## src/rtl/cpu_phase_sequencer.sv

```systemverilog
// Multicycle phase sequencer: steps each instruction through FETCH/READ/MEM/WB with
// ready-stall handshakes, per-instruction phase skipping, a stall timeout and a retire counter.
module cpu_phase_sequencer #(
    parameter int unsigned          PC_WIDTH     = 32,
    parameter logic [PC_WIDTH-1:0]  RESET_PC     = '0,
    parameter int unsigned          WAIT_TIMEOUT = 16,
    parameter int unsigned          CNT_WIDTH    = 16
) (
    input  logic                 clk,
    input  logic                 rst,
    input  logic                 run_i,
    input  logic [PC_WIDTH-1:0]  pc_next_i,
    input  logic                 skip_mem_i,
    input  logic                 skip_wb_i,
    input  logic                 imem_ready_i,
    input  logic                 dmem_ready_i,
    output logic [PC_WIDTH-1:0]  pc_o,
    output logic                 fetch_en_o,
    output logic                 read_en_o,
    output logic                 mem_en_o,
    output logic                 write_en_o,
    output logic [2:0]           phase_o,
    output logic                 instr_done_o,
    output logic [CNT_WIDTH-1:0] retire_count_o,
    output logic                 fault_o
);

    localparam int unsigned     WaitW     = (WAIT_TIMEOUT > 1) ? $clog2(WAIT_TIMEOUT) : 1;
    localparam bit              TimeoutEn = (WAIT_TIMEOUT != 0);
    localparam logic [WaitW-1:0] WaitLast =
        (WAIT_TIMEOUT > 0) ? WaitW'(WAIT_TIMEOUT - 1) : '0;

    typedef enum logic [2:0] {
        StIdle  = 3'd0,
        StFetch = 3'd1,
        StRead  = 3'd2,
        StMem   = 3'd3,
        StWb    = 3'd4,
        StFault = 3'd7
    } state_e;

    state_e               state_q, state_d;
    logic [WaitW-1:0]     wait_q, wait_d;
    logic                 skip_wb_q, skip_wb_d;
    logic [PC_WIDTH-1:0]  pc_q, pc_d;
    logic [CNT_WIDTH-1:0] cnt_q, cnt_d;
    logic                 done_q;
    logic                 retire;
    logic                 stall;

    always_comb begin
        state_d   = state_q;
        wait_d    = '0;
        skip_wb_d = skip_wb_q;
        retire    = 1'b0;
        stall     = 1'b0;

        unique case (state_q)
            StIdle:  if (run_i) state_d = StFetch;
            StFetch: begin
                if (imem_ready_i) state_d = StRead;
                else              stall   = 1'b1;
            end
            StRead: begin
                skip_wb_d = skip_wb_i;
                if (!skip_mem_i)     state_d = StMem;
                else if (!skip_wb_i) state_d = StWb;
                else                 retire  = 1'b1;
            end
            StMem: begin
                if (dmem_ready_i) begin
                    if (!skip_wb_q) state_d = StWb;
                    else            retire  = 1'b1;
                end else begin
                    stall = 1'b1;
                end
            end
            StWb:    retire = 1'b1;
            StFault: state_d = StFault;
            default: state_d = StFault;
        endcase

        // Counter only runs while stalled; any state change clears it for the next wait phase.
        if (stall && TimeoutEn) begin
            if (wait_q == WaitLast) state_d = StFault;
            else                    wait_d  = wait_q + 1'b1;
        end

        if (retire) state_d = run_i ? StFetch : StIdle;

        pc_d  = retire ? pc_next_i : pc_q;
        cnt_d = retire ? cnt_q + 1'b1 : cnt_q;
    end

    always_ff @(posedge clk or posedge rst) begin
        if (rst) begin
            state_q   <= StIdle;
            wait_q    <= '0;
            skip_wb_q <= 1'b0;
            pc_q      <= RESET_PC;
            cnt_q     <= '0;
            done_q    <= 1'b0;
        end else begin
            state_q   <= state_d;
            wait_q    <= wait_d;
            skip_wb_q <= skip_wb_d;
            pc_q      <= pc_d;
            cnt_q     <= cnt_d;
            done_q    <= retire;
        end
    end

    assign pc_o           = pc_q;
    assign phase_o        = state_q;
    assign fetch_en_o     = (state_q == StFetch);
    assign read_en_o      = (state_q == StRead);
    assign mem_en_o       = (state_q == StMem);
    assign write_en_o     = (state_q == StWb);
    assign fault_o        = (state_q == StFault);
    assign instr_done_o   = done_q;
    assign retire_count_o = cnt_q;

endmodule

```

## config.mk

```make
export PLATFORM = sky130hd
export DESIGN_NAME = cpu_phase_sequencer
export DESIGN_NICKNAME = d
export VERILOG_FILES = /design/src/rtl/cpu_phase_sequencer.sv
export SDC_FILE = /design/constraint.sdc
export NUM_CORES = 1
export LEC_CHECK = 0
export CAP_MARGIN = 15
export CORE_MARGIN = 1.5
export CORE_UTILIZATION = 44
export DETAILED_ROUTE_END_ITERATION = 10
export PLACE_DENSITY_LB_ADDON = 0.12
export SYNTH_ARGS = -nofsm -noshare
export SYNTH_HDL_FRONTEND = slang
export SYNTH_SLANG_ARGS = --single-unit
```

## constraint.sdc

```tcl
create_clock -name clk -period 2.3 [get_ports clk]
set_input_delay 0.575 -clock clk [delete_from_list [all_inputs] [get_ports clk]]
set_output_delay 0.575 -clock clk [all_outputs]
set_load 0.02 [all_outputs]
```

==> flow_summary.ini <==
[status]
outcome = completed

[logic_synthesis]
synth_ff_type = dfrtp_1
syn_nets = 296
synth_common_cells = nand2_1, dfrtp_1, xnor2_1
synth.most_common_cell = nand2_1
synth_cells = 255
synth_seq_cells = 57
ys_seq_area_frac = 0.571
synth_area_leaders = dfrtp_1, nand2_1, xnor2_1, xor2_1, buf_4
ys_warn_count = 0
synth_area_sq_mm = 0.00250
syn_avg_cell_area_sq_um = 9.79
synth_cell_types = 36
synth_edf_count = 0
yosys.area.top_type = dfrtp_1
async_flop_share = 1.00
yosysTopAreaCellShare = 0.571

[timing]
finalHoldViolCount = 0
finalSetupViolCount = 0
slew_viol_final = 0
max_freq_mhz = 455
layout_worst_path_cycle_share = 0.956
rsz0062_at_grt = false
skew_ns = 0.00584
final.setup.tns_ns = 0
max_slew_margin = 0.788
min_period_ns = 2.20
tightest_slew_ns = 0.317
setup_slack_ns = 0.101

[floorplanning]
die_h_um = 78.3
io_pins = 96
initial_core_util = 0.454
rows = 27
die_w_um = 78.3
core-area_sq_mm = 0.00551
design.die.area_sq_mm = 0.00614

[global_route]
grt_max_degree = 58
grt_pass1_vias = 1976
grt_use_total = 0.199
grt.overflow.total = 0
antenna_found_initial = 0
grt_pass1_wl_um = 9290

[cts]
ctsLongestPathBuffers = 2
cts_setup_buffers = 0
cts_sinks = 57
clk_latency_ns = 0.33
cts_tree = yes
numCtsBuffers = 9
cts_root_buffer = clkbuf_8
cts.reportedPaths.clkPinSlew_ns = 0.06
ctsHtreeMaxLevel = 3

[routing]
via_count = 2077
drt_iter0_drc = 149
drc = 0
drt-pass1-iter-count = 4
viasPerCell = 4.79
wl_per_cell_um = 13.1
drt_wl_total_um = 5680
ant_nets = 0

[critical_path]
arrival_ns = 1.62
worstPathRequired_ns = 1.73
path_class = reg -> out
max_stage_delay_ns = 0.60
crit_buf_inv = 1
endpoint_kind = output port
crit_slowest_cell = clkdlybuf4s50_1
worst_setup_path_start_kind = flop
cp_top_family = buffers and inverters
cp-startpoint = phase_o[0]
rr_worst_depth = 7
reg2reg_to = pc_o[23]
regToRegSetupSlack_ns = 0.43
crit_fanout = 8
crit_chain = and3_1, clkdlybuf4s50_1
r2r_start = phase_o[2]

[layout]
n_antenna_cell = 0
finish.utilization = 0.678
finalNonFillerCells = 434
drive_above_1_share = 0.105
num-nets-final = 399
syn2layout_area_growth_pct = 49.5

[placed_design]
portBuffers = 95
hpwl_um = 3990
preCtsSetupSlack_ns = 0.0493
finalWeightedCongestion = 0.876
dp.cells = 419

[pwr]
finalPower_mw = 4.79
p_per_area_mw_per_mm2 = 1280
p_leak_nw = 1.78
vdd.ir_drop.worst_mv = 0.791

[hold_path]
hold_depth = 2
hold-path-endpoint = pc_o[29]
min_path_type = reg -> reg
hold_path.startpoint = pc_o[29]

[flow_run]
max_cap_violations = 0
-- worst max-delay path by stage --
stage / endpoint / slack, ns / depth (start not counted)
4_1_cts: write_en_o / 0.01 / 3
6_report: fault_o / 0.10 / 2
3_3_place_gp: pc_o[23] / 0.12 / 7
5_1_grt: fault_o / 0.01 / 2
2_1_floorplan: instr_done_o / 0.33 / 1
3_5_place_dp: pc_o[23] / 0.05 / 7
-- metal layers --
metal	track usage	share of wire
met5	0	0
met4	0.102	0.017
met3	0.0512	0.063
met2	0.310	0.47
met1	0.259	0.45
-- timing repair --
action                                  4_1_cts  5_1_grt
endpoints found under the setup margin        3        2
pin swaps                                     0        0
resized for setup                             4        3
hold buffers                                  0        0
-- where the power goes --
part	switching (mW)	internal (mW)
Clock	0.372	0.471
Combinational	1.26	1.06
Sequential	0.258	1.37
-- kinds of logic after synthesis --
group / synth area share
xor+xnor: 0.0621
simple gates: 0.279
mux: 0.0125
fa+ha+maj: 0.0100
buf+inv: 0.0321
flops: 0.571
compound gates: 0.0336
-- worst register-to-register path, delay by kind of cell, from the launching register on --
kind	cells	cell delay (ns)
AOI/OAI and AO/OA	1	0.27
buffers and inverters	2	0.42
DFF	1	0.50
and+or+nand+nor	4	0.55
-- sequential cells by signal, summed over array words and instances (netlist names) --
register        cells
instr_done_o        1
pc_o               32
phase_o             3
retire_count_o     16
skip_wb_q           1
wait_q              4
-- cells in the final DEF (no fill, tap or decap), drive strengths merged, types with 4 or more instances in the layout --
cell,n
clkbuf,13
and3,5
nand2,107
o21ai,4
nand3,7
a21oi,5
buf,7
nor3,6
nor2,6
xnor2,10
clkdlybuf4s50,91
nand4,5
xor2,6
dfrtp,57
-- layout make-up --
class | instances | area, sq um
Inverter | 3 | 11.3
Tap cell | 72 | 90.1
Fill cell | 454 | 1770
Sequential cell | 57 | 1430
Timing Repair Buffer | 102 | 1030
Clock buffer | 13 | 169
Multi-Input combinational cell | 185 | 997
Clock inverter | 2 | 12.5
-- stage by stage --
step | hold WS, ns | cell area (sq um)
after floorplan | 0.460 | 2500
after global placement | 0.449 | 3550
after detailed placement | 0.456 | 3550
after CTS | 0.470 | 3730
after global routing | 0.486 | 3730
final | 0.465 | 3730
Power figures use the tool's default switching activity.
==> edit 1, RTL diff (same settings) <==
Set the parameter `CNT_WIDTH` to 32 (it was 16).
--- a/src/rtl/cpu_phase_sequencer.sv
+++ b/src/rtl/cpu_phase_sequencer.sv
@@ -5,5 +5,5 @@
     parameter logic [PC_WIDTH-1:0]  RESET_PC     = '0,
     parameter int unsigned          WAIT_TIMEOUT = 16,
-    parameter int unsigned          CNT_WIDTH    = 16
+    parameter int unsigned          CNT_WIDTH    = 32
 ) (
     input  logic                 clk,
Interface: changed (resized retire_count_o); port bits go from 96 to 112. No check against the original RTL was run, so the function may have changed too.
==> edit 1 against the original RTL <==
  * Utilization about the same
  * Synthesized area increased by 28%
  * Sequential cell count up 16
  * Largest power group unchanged
  * Critical endpoint unchanged
  * Critical path type unchanged
  * Wire length increased by 30%
  * Maximum frequency increased by 0.95%
  * Power increased by 14%
  * Worst hold slack better by 1.8 ps
  * Final cell count grew 24%
  * Clock power up 27%
  * Design area is 25% higher
  * Highest routed layer unchanged
  * Worst setup slack improved by 21 ps
  * Non-clock buffer count grew 22
==> edit 1: results (changes against the original RTL) <==
| Stage | Quantity | Reported | Delta |
|:---|:---|:---|:---|
| placed design | Number of buffers inserted by port buffering | 111 | +17% |
| worst setup path | Worst Path Arrival | 1600 ps | -20 ps |
| yosys | Number of library cell types mapped by synthesis | 37 | +2.8% |
| drt | Routed wire length per instance | 13.7 µm | +4.9% |
| worst setup path | Crit. Startpoint | phase_o[1]$_DFF_PP0_ |  |
| drt | Number of DRC violations after detailed-routing iteration 0 | 84 | -44% |
| hold path | Destination of the worst hold path | pc_o[15]$_DFFE_PP0P_ |  |
| worst setup path | R2R cell count | 6 | -1 |
| drt | Routed met1 length | 3230 µm | +26% |
| clocking | Post-cts repair resize count | 5 | +1 |
| global route | Global-route wire length before repair | 12,200 µm | +32% |
| yosys | Syn nets | 356 | +20% |
| worst setup path | Endpoint of the lowest-slack register-to-register path | retire_count_o[23]$_DFFE_PP0P_ |  |
| cells and area | Ratio of cells with drive above 1 in the final layout | 0.0930 | -0.0120 |
| global route | GRT Resource Usage Total | 0.205 | +0.00554 |
| run status | Outcome | finished clean |  |
| pwr | VDD IR-drop max | 0.000750 V | -5.3% |
| pwr | Static leakage power | 2.12 nW | +19% |
| yosys | Main area contributors after synthesis | sky130_fd_sc_hd__dfrtp_1, sky130_fd_sc_hd__nand2_1, sky130_fd_sc_hd__xnor2_1 |  |
| global route | Global Route met2 Usage | 0.333 | +0.0235 |
| cells and area | Number of nets in the final layout | 477 | +20% |
| drt | Wire length on met3 | 456 µm | +27% |
| yosys | Most frequent cells after synthesis | sky130_fd_sc_hd__nand2_1, sky130_fd_sc_hd__dfrtp_1, sky130_fd_sc_hd__xnor2_1 |  |
| hold path | Origin of the worst min-delay path | pc_o[15]$_DFFE_PP0P_ |  |
| clocking | Clock transition at the registers of the reported paths | 80 ps | +20 ps |
| global route | Fraction of met3 tracks used by global routing | 0.0613 | +0.0101 |
| global route | M1 GR Usage | 0.257 | -0.00148 |
| placed design | Placed wire-length estimate after detailed placement | 5280 µm | +32% |
| yosys | Seq/Total Area, Yosys | 0.572 | +0.000734 |
| drt | Count of vias placed by the detailed router | 2,626 | +26% |
| global route | Vias in the first global route | 2,634 | +33% |
| global route | Maximum number of pins on one net before global-route repair | 39 | -33% |
-- edit 1: layout make-up --
type	instances	area, µm²
clock inverter	6	82.6
clock buffer	10	128
inverter	5	23.8
multi-input combinational	223	1260
timing repair buffer	124	1230
sequential	73	1830
tap	96	120
fill	578	2230
-- edit 1: kinds of logic after synthesis --
group	synth area share
simple gates	0.252
flops	0.572
xor+xnor	0.0877
buf+inv	0.0325
compound gates	0.0415
mux	0.00666
fa+ha+maj	0.00783
-- edit 1: where the power goes --
part,switching [mW],leakage [nW],internal (mW)
logic,1.33,1.07,1.10
clock network,0.467,0.106,0.606
registers,0.304,0.937,1.67
-- edit 1: per-stage QoR --
stage / area (µm²) / cells / hold slack [ps] / setup WS, ps
5_1_grt: 4680 / 537 / 492 / 52.3
2_1_floorplan: 3200 / 315 / 460 / 515
4_1_cts: 4680 / 537 / 472 / 34.5
6_report: 4680 / 537 / 467 / 122
3_5_place_dp: 4470 / 521 / 454 / -61.3
3_3_place_gp: 4470 / 521 / 449 / -14.2
==> edit 2, RTL diff (same settings) <==
Without the edit above. Put one more register stage on the output `retire_count_o`, without a reset. The value now appears one clock later. The other outputs are not delayed to match.
--- a/src/rtl/cpu_phase_sequencer.sv
+++ b/src/rtl/cpu_phase_sequencer.sv
@@ -119,5 +119,7 @@
     assign fault_o        = (state_q == StFault);
     assign instr_done_o   = done_q;
-    assign retire_count_o = cnt_q;
+    always_ff @(posedge clk) begin
+        retire_count_o <= cnt_q;
+    end
 
 endmodule
Behaviour: not the same (Yosys sat finds a counterexample within 4 cycles, from zero or initial values and one cycle with rst high).
==> edit 2 against the original RTL <==
  * Wire length decreased by 2.4%
  * Die area increased by 14%
  * Design area increased by 11%
  * Worst setup slack about the same
  * Synthesized area increased by 15%
  * Worst hold slack got worse by 57 ps
  * Sequential cell count increased by 16
  * Combinational power increased by 11%
  * Sequential power increased by 26%
  * Global-route usage decreased by 2.8 points
  * Power increased by 17%
  * First-iteration DRC count decreased by 70%
  * Largest power group unchanged
==> edit 2: results (changes against the original RTL) <==
| Stage | Quantity | Reported | Delta |
|:---|:---|:---|:---|
| yosys | Syn nets | 253 | -15% |
| clocking | Clock transition at the registers of the reported paths | 80 ps | +20 ps |
| yosys | Proportion of register bits with asynchronous set or reset after synthesis | 0.781 | -0.219 |
| placed design | Inst Count DP | 383 | -8.6% |
| cells and area | Final non-filler cell total | 399 | -8.1% |
| worst setup path | R2R cell count | 5 | -2 |
| yosys | Most frequent cells after synthesis | sky130_fd_sc_hd__dfrtp_1, sky130_fd_sc_hd__dfxtp_1, sky130_fd_sc_hd__mux2_4, sky130_fd_sc_hd__xnor2_1, sky130_fd_sc_hd__mux2_2 |  |
| worst setup path | Endpoint of the lowest-slack register-to-register path | pc_o[28]$_DFFE_PP0P_ |  |
| hold path | Origin of the worst min-delay path | cnt_q[15]$_DFFE_PP0P_ |  |
| yosys | Seq/Total Area, Yosys | 0.608 | +0.0369 |
| worst setup path | Crit Path Max Fanout | 12 | +4 |
| yosys | Cells after Synth | 212 | -17% |
| timing | Post-Route Skew | 8.79 ps | +2.95 ps |
| hold path | Number of cells on the worst hold path | 0 | -2 |
| placed design | Final weighted congestion in routability-driven placement | 0.765 | -13% |
| worst setup path | Startpoint of the worst register-to-register path | phase_o[0]$_DFF_PP0_ |  |
| drt | Number of DRC violations after detailed-routing iteration 0 | 44 | -70% |
| yosys | Main area contributors after synthesis | sky130_fd_sc_hd__dfrtp_1, sky130_fd_sc_hd__dfxtp_1, sky130_fd_sc_hd__mux2_4 |  |
| worst setup path | Worst Path Arrival | 1620 ps | about the same |
| hold path | Destination of the worst hold path | retire_count_o[15]$_DFF_P_ |  |
| placed design | Post-place instance area | 3970 µm² | +12% |
| run status | Outcome | finished clean |  |
| drt | Count of vias placed by the detailed router | 2,004 | -3.5% |
| timing | Worst-Margin Slew | 319 ps | +1.70 ps |
| global route | GRT Resource Usage Total | 0.172 | -0.0280 |
| cells and area | Ratio of cells with drive above 1 in the final layout | 0.186 | +0.0814 |
| pwr | Static leakage power | 1.76 nW | -1.0% |
| placed design | Placed wire-length estimate after detailed placement | 3870 µm | -2.9% |
| cells and area | Number of nets in the final layout | 358 | -10% |
| global route | Global-route wire length before repair | 9410 µm | +1.3% |
-- edit 2: changes by cell type in the layout (fill, tap and decap cells not counted), sizes merged, moves of 4 or more --
cell and delta:
o211ai +4, nand2 -101, o21ai +5, dfxtp +16, xnor2 +5, mux2 +33, nand3 -5, xor2 -5
-- edit 2: per-layer routing --
layer  vias up  share of wire  GRT usage  wire (µm)
li1        960              -          -          -
met1       983           0.44      0.219       2420
met2        57           0.50      0.272       2770
met3         4          0.056     0.0702        310
met4         0         0.0065     0.0447         36
met5         -              0          0          0
-- edit 2: timing repair --
item	in CTS	in global routing
endpoints found under the setup margin	5	3
hold buffers	0	0
buffers inserted	0	0
resized for setup	4	3
-- edit 2: how the worst max path moves through the flow --
stage          slack [ps]                   end  depth (start not counted)
6_report              100               fault_o                          2
5_1_grt                40               fault_o                          2
4_1_cts                 2            write_en_o                          2
3_5_place_dp           70  pc_o[20]$_DFFE_PP0P_                          6
3_3_place_gp          110  pc_o[23]$_DFFE_PP0P_                          6
2_1_floorplan         250  pc_o[10]$_DFFE_PP0P_                          7
-- edit 2: worst reg2reg max path: cells and delay by family (launching register included) --
kind,cells,cell delay (ps)
flip-flops,1,500
multiplexers,1,320
AND/OR/NAND/NOR,3,750
buffers and inverters,1,190
-- edit 2: cell type report --
class | instances | area [µm²]
Multi-Input combinational cell | 126 | 1050
Clock inverter | 5 | 36.3
Sequential cell | 73 | 1750
Inverter | 2 | 7.51
Fill cell | 504 | 2150
Clock buffer | 11 | 153
Tap cell | 77 | 96.3
Timing Repair Buffer | 105 | 1070
-- edit 2: stage by stage --
step	power, mW	setup WS (ps)	hold slack, ps
global route	5.89	36.8	417
global placement	4.66	109	381
finish	5.59	102	408
floorplan	3.54	253	366
detailed placement	4.69	74.7	398
CTS	5.65	2.46	412
-- edit 2: power breakdown --
| group | leakage (nW) | internal [mW] | switching, mW |
|---|---|---|---|
| logic | 0.837 | 1.45 | 1.14 |
| registers | 0.831 | 1.73 | 0.330 |
| clock network | 0.0954 | 0.462 | 0.483 |
-- edit 2: cells by family after synthesis --
| family | count (synthesis) | share of synthesized area |
|---|---|---|
| AOI/OAI and AO/OA | 27 | 0.0610 |
| xor gates and xnor gates | 16 | 0.0488 |
| adders and majority gates | 2 | 0.00871 |
| buffers and inverters | 13 | 0.0257 |
| DFF | 73 | 0.608 |
| muxes | 36 | 0.160 |
| and+or+nand+nor | 45 | 0.0880 |
